### config.mk
export PLATFORM = sky130hd
export DESIGN_NAME = mixer_seq
export DESIGN_NICKNAME = d
export VERILOG_FILES = /design/src/rtl/mixer_seq.sv
export SDC_FILE = /design/constraint.sdc
export NUM_CORES = 1
export LEC_CHECK = 0
export CORE_UTILIZATION = 59
export DETAILED_ROUTE_END_ITERATION = 10
export PLACE_DENSITY_LB_ADDON = 0.12
export SLEW_MARGIN = 20
export SYNTH_ARGS = -nofsm -noshare
export SYNTH_HDL_FRONTEND = slang
export SYNTH_SLANG_ARGS = --single-unit
### constraint.sdc
create_clock -name clk -period 5.5 [get_ports clk]
set_clock_uncertainty 0.1 [all_clocks]
set_input_delay 0.55 -clock clk [delete_from_list [all_inputs] [get_ports clk]]
set_output_delay 0.55 -clock clk [all_outputs]
set_load 0.03 [all_outputs]
### src/rtl/mixer_seq.sv
// mixer_seq: hardware power sequencer for the RF mixer analog controls (pd/ota/buff).
// Brings bias, OTA and buffers up in order with programmable settle delays and tears them down in reverse.
module mixer_seq #(
    parameter int DATA_W     = 32,
    parameter int ADDR_W     = 3,
    parameter int DLY_W      = 16,
    parameter int T_BIAS_RST = 100,
    parameter int T_OTA_RST  = 50,
    parameter int T_BUFF_RST = 20
) (
    input  logic              clk,
    input  logic              rst,
    input  logic              valid,
    input  logic [ADDR_W-1:0] address,
    input  logic [DATA_W-1:0] wdata,
    input  logic              wstrb,
    output logic [DATA_W-1:0] rdata,
    output logic              ready,
    output logic              pd,
    output logic              ota,
    output logic [1:0]        buff,
    output logic              done
);

    typedef enum logic [2:0] {
        S_OFF     = 3'd0,
        S_UP_BIAS = 3'd1,
        S_UP_OTA  = 3'd2,
        S_UP_BUFF = 3'd3,
        S_ON      = 3'd4,
        S_DN_BUFF = 3'd5,
        S_DN_OTA  = 3'd6
    } state_t;

    state_t             state;
    state_t             state_nxt;
    logic [DLY_W-1:0]   cnt;
    logic [DLY_W-1:0]   cnt_nxt;
    logic [DLY_W-1:0]   t_bias;
    logic [DLY_W-1:0]   t_ota;
    logic [DLY_W-1:0]   t_buff;
    logic [1:0]         buff_cfg;
    logic               done_nxt;
    logic               pd_nxt;
    logic               ota_nxt;
    logic [1:0]         buff_nxt;
    logic [DATA_W-1:0]  rd_val;
    logic               wr;
    logic               up_req;
    logic               dn_req;
    logic               expired;
    logic               unused_wdata;

    assign wr           = valid && wstrb;
    assign up_req       = wr && (address == ADDR_W'(0)) && wdata[0];
    assign dn_req       = wr && (address == ADDR_W'(0)) && !wdata[0];
    assign expired      = (cnt == '0);
    assign unused_wdata = ^wdata[DATA_W-1:DLY_W];

    // Sequencer: a CTRL request that is not ignored takes priority over counter expiry.
    always_comb begin
        state_nxt = state;
        cnt_nxt   = cnt;
        done_nxt  = 1'b0;
        case (state)
            S_OFF: begin
                if (up_req) begin
                    state_nxt = S_UP_BIAS;
                    cnt_nxt   = t_bias;
                end
            end
            S_UP_BIAS: begin
                if (dn_req) begin
                    state_nxt = S_OFF;
                    cnt_nxt   = '0;
                    done_nxt  = 1'b1;
                end else if (expired) begin
                    state_nxt = S_UP_OTA;
                    cnt_nxt   = t_ota;
                end else begin
                    cnt_nxt = cnt - DLY_W'(1);
                end
            end
            S_UP_OTA: begin
                if (dn_req) begin
                    state_nxt = S_DN_OTA;
                    cnt_nxt   = t_ota;
                end else if (expired) begin
                    state_nxt = S_UP_BUFF;
                    cnt_nxt   = t_buff;
                end else begin
                    cnt_nxt = cnt - DLY_W'(1);
                end
            end
            S_UP_BUFF: begin
                if (dn_req) begin
                    state_nxt = S_DN_BUFF;
                    cnt_nxt   = t_buff;
                end else if (expired) begin
                    state_nxt = S_ON;
                    cnt_nxt   = '0;
                    done_nxt  = 1'b1;
                end else begin
                    cnt_nxt = cnt - DLY_W'(1);
                end
            end
            S_ON: begin
                if (dn_req) begin
                    state_nxt = S_DN_BUFF;
                    cnt_nxt   = t_buff;
                end
            end
            S_DN_BUFF: begin
                if (expired) begin
                    state_nxt = S_DN_OTA;
                    cnt_nxt   = t_ota;
                end else begin
                    cnt_nxt = cnt - DLY_W'(1);
                end
            end
            S_DN_OTA: begin
                if (expired) begin
                    state_nxt = S_OFF;
                    cnt_nxt   = '0;
                    done_nxt  = 1'b1;
                end else begin
                    cnt_nxt = cnt - DLY_W'(1);
                end
            end
            default: begin
                state_nxt = S_OFF;
                cnt_nxt   = '0;
            end
        endcase
    end

    // Analog controls are decoded from the next state so they line up with the state register.
    always_comb begin
        pd_nxt   = (state_nxt == S_OFF);
        ota_nxt  = (state_nxt == S_UP_OTA) || (state_nxt == S_UP_BUFF) ||
                   (state_nxt == S_ON)     || (state_nxt == S_DN_BUFF);
        buff_nxt = ((state_nxt == S_UP_BUFF) || (state_nxt == S_ON)) ? buff_cfg : 2'b00;
    end

    always_comb begin
        rd_val = '0;
        case (address)
            ADDR_W'(1): rd_val[1:0]       = buff_cfg;
            ADDR_W'(2): rd_val[DLY_W-1:0] = t_bias;
            ADDR_W'(3): rd_val[DLY_W-1:0] = t_ota;
            ADDR_W'(4): rd_val[DLY_W-1:0] = t_buff;
            ADDR_W'(5): begin
                rd_val[2:0] = state;
                rd_val[3]   = (state != S_OFF) && (state != S_ON);
                rd_val[4]   = (state == S_ON);
            end
            default: rd_val = '0;
        endcase
    end

    always_ff @(posedge clk) begin
        if (rst) begin
            state <= S_OFF;
            cnt   <= '0;
            pd    <= 1'b1;
            ota   <= 1'b0;
            buff  <= 2'b00;
            done  <= 1'b0;
        end else begin
            state <= state_nxt;
            cnt   <= cnt_nxt;
            pd    <= pd_nxt;
            ota   <= ota_nxt;
            buff  <= buff_nxt;
            done  <= done_nxt;
        end
    end

    // Register writes land after the sequencer has already loaded from the old values.
    always_ff @(posedge clk) begin
        if (rst) begin
            t_bias   <= DLY_W'(T_BIAS_RST);
            t_ota    <= DLY_W'(T_OTA_RST);
            t_buff   <= DLY_W'(T_BUFF_RST);
            buff_cfg <= 2'b01;
        end else if (wr) begin
            case (address)
                ADDR_W'(1): buff_cfg <= wdata[1:0];
                ADDR_W'(2): t_bias   <= wdata[DLY_W-1:0];
                ADDR_W'(3): t_ota    <= wdata[DLY_W-1:0];
                ADDR_W'(4): t_buff   <= wdata[DLY_W-1:0];
                default: ;
            endcase
        end
    end

    always_ff @(posedge clk) begin
        if (rst) begin
            ready <= 1'b0;
            rdata <= '0;
        end else begin
            ready <= valid;
            rdata <= (valid && !wstrb) ? rd_val : '0;
        end
    end

endmodule

==> summary.txt, run 1 <==
Outcome
  – Status: finished clean

Clock tree
  – TritonCTS buffer count: 9
  – CTS Hold Buffers Added: 0
  – CTS clk-pin slew, worst paths: approximately 100 ps
  – Setup Buffers After CTS: 0
  – CTS tree: built
  – Clock Sinks: 91
  – H-tree depth: 3
  – Longest Clk Path Bufs: 2
  – Cts repair resizes: 0
  – Clock Latency Late Sink: between 300 and 400 ps
  – Clock Tree Root: clkbuf_8

Detailed routing
  – WL/cell: around 19 µm
  – Via count: 4952
  – Initial DRC count: around 460
  – Final ANT Viol Nets: 0
  – Vias per cell: ~6.4
  – DRT Pass-1 Iters: 5
  – DRC: 0
  – Routed WL: 15.1 mm

Min path
  – Hold depth: 2
  – Worst hold path startpoint: t_ota[13]$_SDFFE_PP0P_
  – Min-Delay Path Class: flip-flop to flip-flop
  – Hold worst-path end: t_ota[13]$_SDFFE_PP0P_

Yosys
  – Largest cells by area after synthesis: dfxtp_1 36%, nand2_1 10%, a21oi_1 7.2%
  – Async set or reset register ratio after synthesis: 0%
  – Ys flop type: dfxtp_1
  – Syn Inst Count: 661
  – Synthesized cell area: 0.00511 mm²
  – Synth Area per Inst: around 7.7 µm²
  – Synthesized flop and latch total: 91
  – Register area share after synthesis: between 30 and 40%
  – Synth area leader: dfxtp_1
  – Yosys cell types: 66
  – Post-synth top area share: between 30% and 40%
  – Syn. warnings: 0
  – Post-synth EDFFs: 0

Setup path
  – CP Cell Sequence: clkdlybuf4s50_1, nor2b_1, buf_4, and2_1, nand3_1, nand2_1, a21oi_1
  – Setup CP Type: primary input to flip-flop
  – Crit start category: primary input
  – Top delay family on crit path: simple AND/OR/NAND/NOR gates
  – R2r startpoint: cnt[4]$_SDFFE_PP0P_
  – WP data arrival: approximately 3400 ps
  – Critical path's largest stage delay: roughly 730 ps
  – WP data required: ~5600 ps
  – Critical path fanouts, max: 16
  – Endpoint type of the worst setup path: flip-flop
  – R2r setup slk: approximately 2300 ps
  – Reg2reg path depth: 5
  – FF-to-FF End: cnt[12]$_SDFFE_PP0P_
  – WP buf/inv: 2
  – CP max-delay cell: clkdlybuf4s50_1

Timing
  – Unrepaired setup endpoints after global routing: no
  – Slew Limit Fails: 0
  – Maximum clock rate: 0.303 GHz
  – Crit path time final: between 3000 and 4000 ps
  – Final Hold Vio Count: 0
  – Final Setup Violations: 0
  – Final Cycle Share: between 50 and 60%
  – Relative slew slack: 26.4%
  – Final TNS setup: 0 ps
  – Worst Max-Slew Pin Slew: between 1000 and 1500 ps

Flow run
  – Max cap viols: 0

Placed design
  – Placed cell count: 763
  – Hpwl dp: 10.2 mm
  – Placed cell areas: around 0.0054 mm²
  – PortBufs: 44
  – GPL Wtd Cong: 0.985

Floorplanning
  – Row cnt: 33
  – Die area: between 0.009 and 0.01 mm²
  – Floorplan core area: between 0.008 and 0.009 mm²
  – Die Ht: 95.0 µm
  – I/O pins: between 70 and 80
  – Starting Density: 61.5%
  – Die Wd: approximately 95 µm

Power and ir drop
  – P_leak: about 0.0020 µW
  – Int Power: approximately 1300 µW
  – Sw Ratio: between 40% and 50%
  – P per Cell Area: between 300 and 400 mW/mm²
  – Flop pwr share: a little over a third
  – Logic pwr share: 40.1%
  – Peak supply drop: about 180 µV
  – Clock power share: between 20% and 30%
  – P_sw: roughly 900 µW

Final layout
  – Net count, final: 710
  – Commonest cells after routing, fill and taps aside: 136 x nand2_1, 91 x dfxtp_1, 73 x a21oi_1, 43 x clkdlybuf4s50_1, 42 x nor2_1
  – Final Util: approximately two thirds
  – N_diodes: 0
  – Commonest non-fill, non-tap cell in the layout: nand2_1
  – Post-route cell area: around 0.0057 mm²
  – Finished Layout Cells: roughly 780
  – Share of cells above drive strength 1: 8.75%
  – Area Growth Syn to Fin: 11.2%
  – Number of fill cells in the layout: 716

GRT
  – Gr ovfl total: 0
  – Pin count of the biggest net entering global routing: 62
  – First-pass GRT wire length: 23.9 mm
  – Gr usage total: approximately a third
  – Antenna violations before repair: 0
  – Vias in the first global route: approximately 4600
==> Yosys cell counts, types with 6 or more instances <==
| library cell | instances |
|---|---|
| a211oi_2 | 9 |
| a21oi_1 | 73 |
| a221oi_1 | 7 |
| a221oi_2 | 9 |
| a22oi_1 | 11 |
| a2bb2oi_1 | 11 |
| a31oi_1 | 8 |
| buf_4 | 17 |
| clkbuf_1 | 45 |
| dfxtp_1 | 91 |
| inv_1 | 8 |
| mux2i_1 | 10 |
| nand2_1 | 136 |
| nand3_1 | 17 |
| nor2_1 | 42 |
| nor2b_1 | 13 |
| nor3_1 | 14 |
| nor4_1 | 6 |
| o21ai_0 | 17 |
| o22ai_1 | 17 |
| xnor2_1 | 9 |
==> routing by layer <==
layer / track usage [%] / up-vias / wire [µm]
li1: - / 2343 / -
met1: 48.4 / 2350 / 6540
met2: 57.3 / 239 / 7040
met3: 4.39 / 20 / 1290
met4: 9.47 / 0 / 235
met5: 0 / - / 0
==> final cells by class <==
type | count | area [µm²] | area share [%]
clock buffer | 9 | 124 | 2.18
clock inverter | 7 | 116 | 2.05
inverter | 8 | 30.0 | 0.529
multi-input combinational | 508 | 2970 | 52.2
sequential | 91 | 1820 | 32.1
tap | 105 | 131 | 2.31
timing repair buffer | 51 | 488 | 8.60
==> state kept, by name, summed over array words and instances (netlist names), 2 cells and up <==
register	flops
buff	2
buff_cfg	2
cnt	16
rdata	16
state	3
t_bias	16
t_buff	16
t_ota	16
==> worst max path at each step <==
stage / start / endpoint / slack [ps] / cells after the start
6_report: address[1] / t_ota[15]$_SDFFE_PP0P_ / 2200 / 7
5_1_grt: address[1] / t_ota[15]$_SDFFE_PP0P_ / 2010 / 8
4_1_cts: address[1] / t_ota[15]$_SDFFE_PP0P_ / 2230 / 8
3_5_place_dp: address[1] / t_ota[0]$_SDFFE_PP0P_ / 1920 / 8
3_3_place_gp: wdata[0] / cnt[13]$_SDFFE_PP0P_ / 1930 / 7
2_1_floorplan: cnt[10]$_SDFFE_PP0P_ / buff[0]$_SDFF_PP0_ / 3160 / 7
==> cells by family after synthesis <==
group                      share of synthesized area, %
other                                            0.0734
DFF                                                35.7
AOI/OAI and AO/OA                                  25.8
and+or+nand+nor                                    25.6
adders and majority gates                         0.490
buffers and inverters                              7.47
muxes                                              2.84
xor gates and xnor gates                           2.06
==> worst reg2reg max path, stage by stage (launching register included) <==
cell	delay, ps
dfxtp_1	420
nor4_2	610
nand4_1	570
o21ai_2	970
a2bb2oi_1	170
a221oi_1	300
==> power by group through the flow <==
stage	Clock [µW]	Sequential (µW)	Combinational (µW)
2_1_floorplan	0	729	695
3_3_place_gp	0	765	832
3_5_place_dp	0	768	842
4_1_cts	548	752	849
5_1_grt	573	761	933
6_report	545	756	873
==> metrics by stage <==
step                total power [µW]  hold WS (ps)  worst slack (ps)
global route                    2270           400              2010
global placement                1600           358              1930
detailed placement              1610           366              1920
CTS                             2150           381              2230
finish                          2170           383              2200
floorplan                       1420           345              3160
Note: power is estimated with default switching activity, not from simulation.
==> run 2, diff against run 1 <==
- CORE_UTILIZATION: 59 -> 55
- clock period: 5.5 -> 3.4 ns (I/O delays scaled with it)
==> run 2 against run 1 <==
  * Die area up 7.1%
  * Sequential share of layout area decreased by 0.22 points
  * Count of clock-buffer cells in the layout is 1 higher
  * Sequential power rose by 60%
  * Global-route usage shrank 1.9 points
  * Critical path depth rose by 1
==> summary.txt, run 2 (synthesis gave the netlist of run 1 again) <==
Timing
  – Final Cycle Share: between 80 and 90%
  – Worst Max-Slew Pin Slew: 882 ps (was 1100 ps)
  – Relative slew slack: 41.2% (was 26.4%)
  – Hold_ws: 267 ps (was 383 ps)
  – Final Setup Violations: 0 (unchanged)
  – Unrepaired setup endpoints after global routing: no (unchanged)
  – Crit path time final: about 2800 ps
  – Slew Limit Fails: 0 (unchanged)
  – Maximum clock rate: 0.361 GHz
  – Final TNS setup: 0 ps (unchanged)
  – Final Hold Vio Count: 0 (unchanged)

Setup path
  – Endpoint type of the worst setup path: flip-flop (unchanged)
  – Setup CP Type: flip-flop to flip-flop (was primary input to flip-flop)
  – Critical path fanouts, max: 10 (was 16)
  – Crit start category: flip-flop (was primary input)
  – WP data required: 3570 ps (was 5630 ps)
  – WP data arrival: 2940 ps (was 3430 ps)

Detailed routing
  – WL/cell: 19.3 µm (was 19.4 µm)
  – Final ANT Viol Nets: 0 (unchanged)
  – Vias per cell: 6.34 (was 6.36)
  – Via count: 5048 (was 4952)
  – DRC: 0 (unchanged)
  – Initial DRC count: 418 (was 456)
  – Routed WL: 15.3 mm (was 15.1 mm)
  – DRT Pass-1 Iters: 7 (was 5)

Power and ir drop
  – Int Power: 1940 µW (was 1270 µW)
  – Sw Ratio: 42.8% (was 41.5%)
  – Flop pwr share: 35.8% (was 34.8%)
  – P_leak: 0.00199 µW (was 0.00197 µW)
  – Logic pwr share: 43.8% (was 40.1%)
  – P per Cell Area: 593 mW/mm² (was 383 mW/mm²)
  – P_sw: 1450 µW (was 903 µW)
  – Clock power share: 20.4% (was 25.1%)
  – Peak supply drop: 277 µV (was 178 µV)

Clock tree
  – Clock Sinks: 91 (unchanged)
  – CTS tree: built (unchanged)
  – Setup Buffers After CTS: 0 (unchanged)
  – CTS Hold Buffers Added: 0 (unchanged)
  – Clock Tree Root: clkbuf_8 (unchanged)
  – Longest Clk Path Bufs: 2 (unchanged)
  – H-tree depth: 3 (unchanged)
  – TritonCTS buffer count: 9 (unchanged)
  – CTS clk-pin slew, worst paths: 100 ps (about the same)
  – Clock Latency Late Sink: 360 ps (was 370 ps)
  – Cts repair resizes: 0 (unchanged)

Floorplanning
  – Starting Density: 57.7% (was 61.5%)
  – Die Ht: 98.4 µm (was 95.0 µm)
  – I/O pins: 77 (unchanged)
  – Die Wd: 98.4 µm (was 95.0 µm)
  – Floorplan core area: 0.00885 mm² (was 0.00830 mm²)
  – Die area: 0.00967 mm² (was 0.00903 mm²)
  – Row cnt: 34 (was 33)

Final layout
  – N_diodes: 0 (unchanged)
  – Commonest cells after routing, fill and taps aside: 136 x nand2_1, 91 x dfxtp_1, 73 x a21oi_1, 43 x clkdlybuf4s50_1, 42 x nor2_1 (unchanged)
  – Finished Layout Cells: 796 (was 779)
  – Commonest non-fill, non-tap cell in the layout: nand2_1 (unchanged)
  – Area Growth Syn to Fin: 12.0% (was 11.2%)
  – Share of cells above drive strength 1: 10.3% (was 8.75%)
  – Net count, final: 724 (was 710)

Placed design
  – Placed cell count: 780 (was 763)
  – GPL Wtd Cong: 0.949 (was 0.985)
  – Hpwl dp: 10.7 mm (was 10.2 mm)
  – PortBufs: 44 (unchanged)

Min path
  – Min-Delay Path Class: primary input to flip-flop (was flip-flop to flip-flop)

GRT
  – Antenna violations before repair: 0 (unchanged)
  – Gr usage total: 33.1% (was 34.9%)
  – Pin count of the biggest net entering global routing: 43 (was 62)
  – Vias in the first global route: 4845 (was 4582)
  – Gr ovfl total: 0 (unchanged)
  – First-pass GRT wire length: 25.2 mm (was 23.9 mm)

Outcome
  – Status: finished clean (unchanged)

Flow run
  – Max cap viols: 0 (unchanged)
run 2: cell count changes in the layout (fill, tap and decap cells not counted), sizes merged:
cell / before / now
bufinv: 2 / 0
buf: 8 / 22
clkinvlp: 0 / 4
inv: 11 / 9
clkinv: 2 / 1
clkbuf: 9 / 10
run 2: metrics by stage:
| stage | cell area (µm²) | utilization [%] | total power, µW | worst slack, ps |
|---|---|---|---|---|
| after global routing | 5720 | 64.6 | 3540 | 435 |
| after floorplan | 5160 | - | 2300 | 1060 |
| final | 5720 | 64.6 | 3390 | 630 |
| after detailed placement | 5540 | 62.6 | 2660 | 382 |
| after global placement | 5540 | 62.6 | 2640 | 406 |
| after CTS | 5720 | 64.6 | 3350 | 665 |
run 2: cell type report:
cell class | count | area, µm²
Clock buffer | 10 | 128
Clock inverter | 6 | 50.0
Fill cell | 814 | 3130
Inverter | 8 | 30.0
Multi-Input combinational cell | 508 | 2960
Sequential cell | 91 | 1820
Tap cell | 108 | 135
Timing Repair Buffer | 65 | 593
run 2: power by group through the flow:
stage | Combinational [µW] | Clock [µW] | Sequential (µW)
final | 1490 | 692 | 1210
after global routing | 1580 | 740 | 1220
after CTS | 1450 | 693 | 1210
after detailed placement | 1430 | 0 | 1230
after global placement | 1410 | 0 | 1230
after floorplan | 1120 | 0 | 1180
run 2: layer usage:
layer / global-route usage, % / vias up / share of wire [%]
met5: 0 / - / 0
met4: 11.4 / 0 / 1.5
met3: 3.87 / 21 / 8.2
met2: 52.6 / 233 / 46
met1: 46.5 / 2429 / 44
li1: - / 2365 / -
run 2: critical path: stages, from the launching register on:
cell and delay, ps:
dfxtp_1 350, inv_1 150, ha_1 190, or3b_2 510
nor4_4 470, and3_4 320, or2_4 280, a221oi_2 120
a211oi_2 200
run 2: path summary, 6_finish.rpt:
path	endpoint	startpoint	cells past startpoint	slack [ps]
min reg2reg	t_buff[11]$_SDFFE_PP0P_	t_buff[11]$_SDFFE_PP0P_	2	380
max reg2reg	cnt[2]$_SDFFE_PP0P_	cnt[0]$_SDFFE_PP0P_	8	630
min	buff_cfg[1]$_SDFFE_PP0P_	rst	2	270
max	cnt[2]$_SDFFE_PP0P_	cnt[0]$_SDFFE_PP0P_	8	630
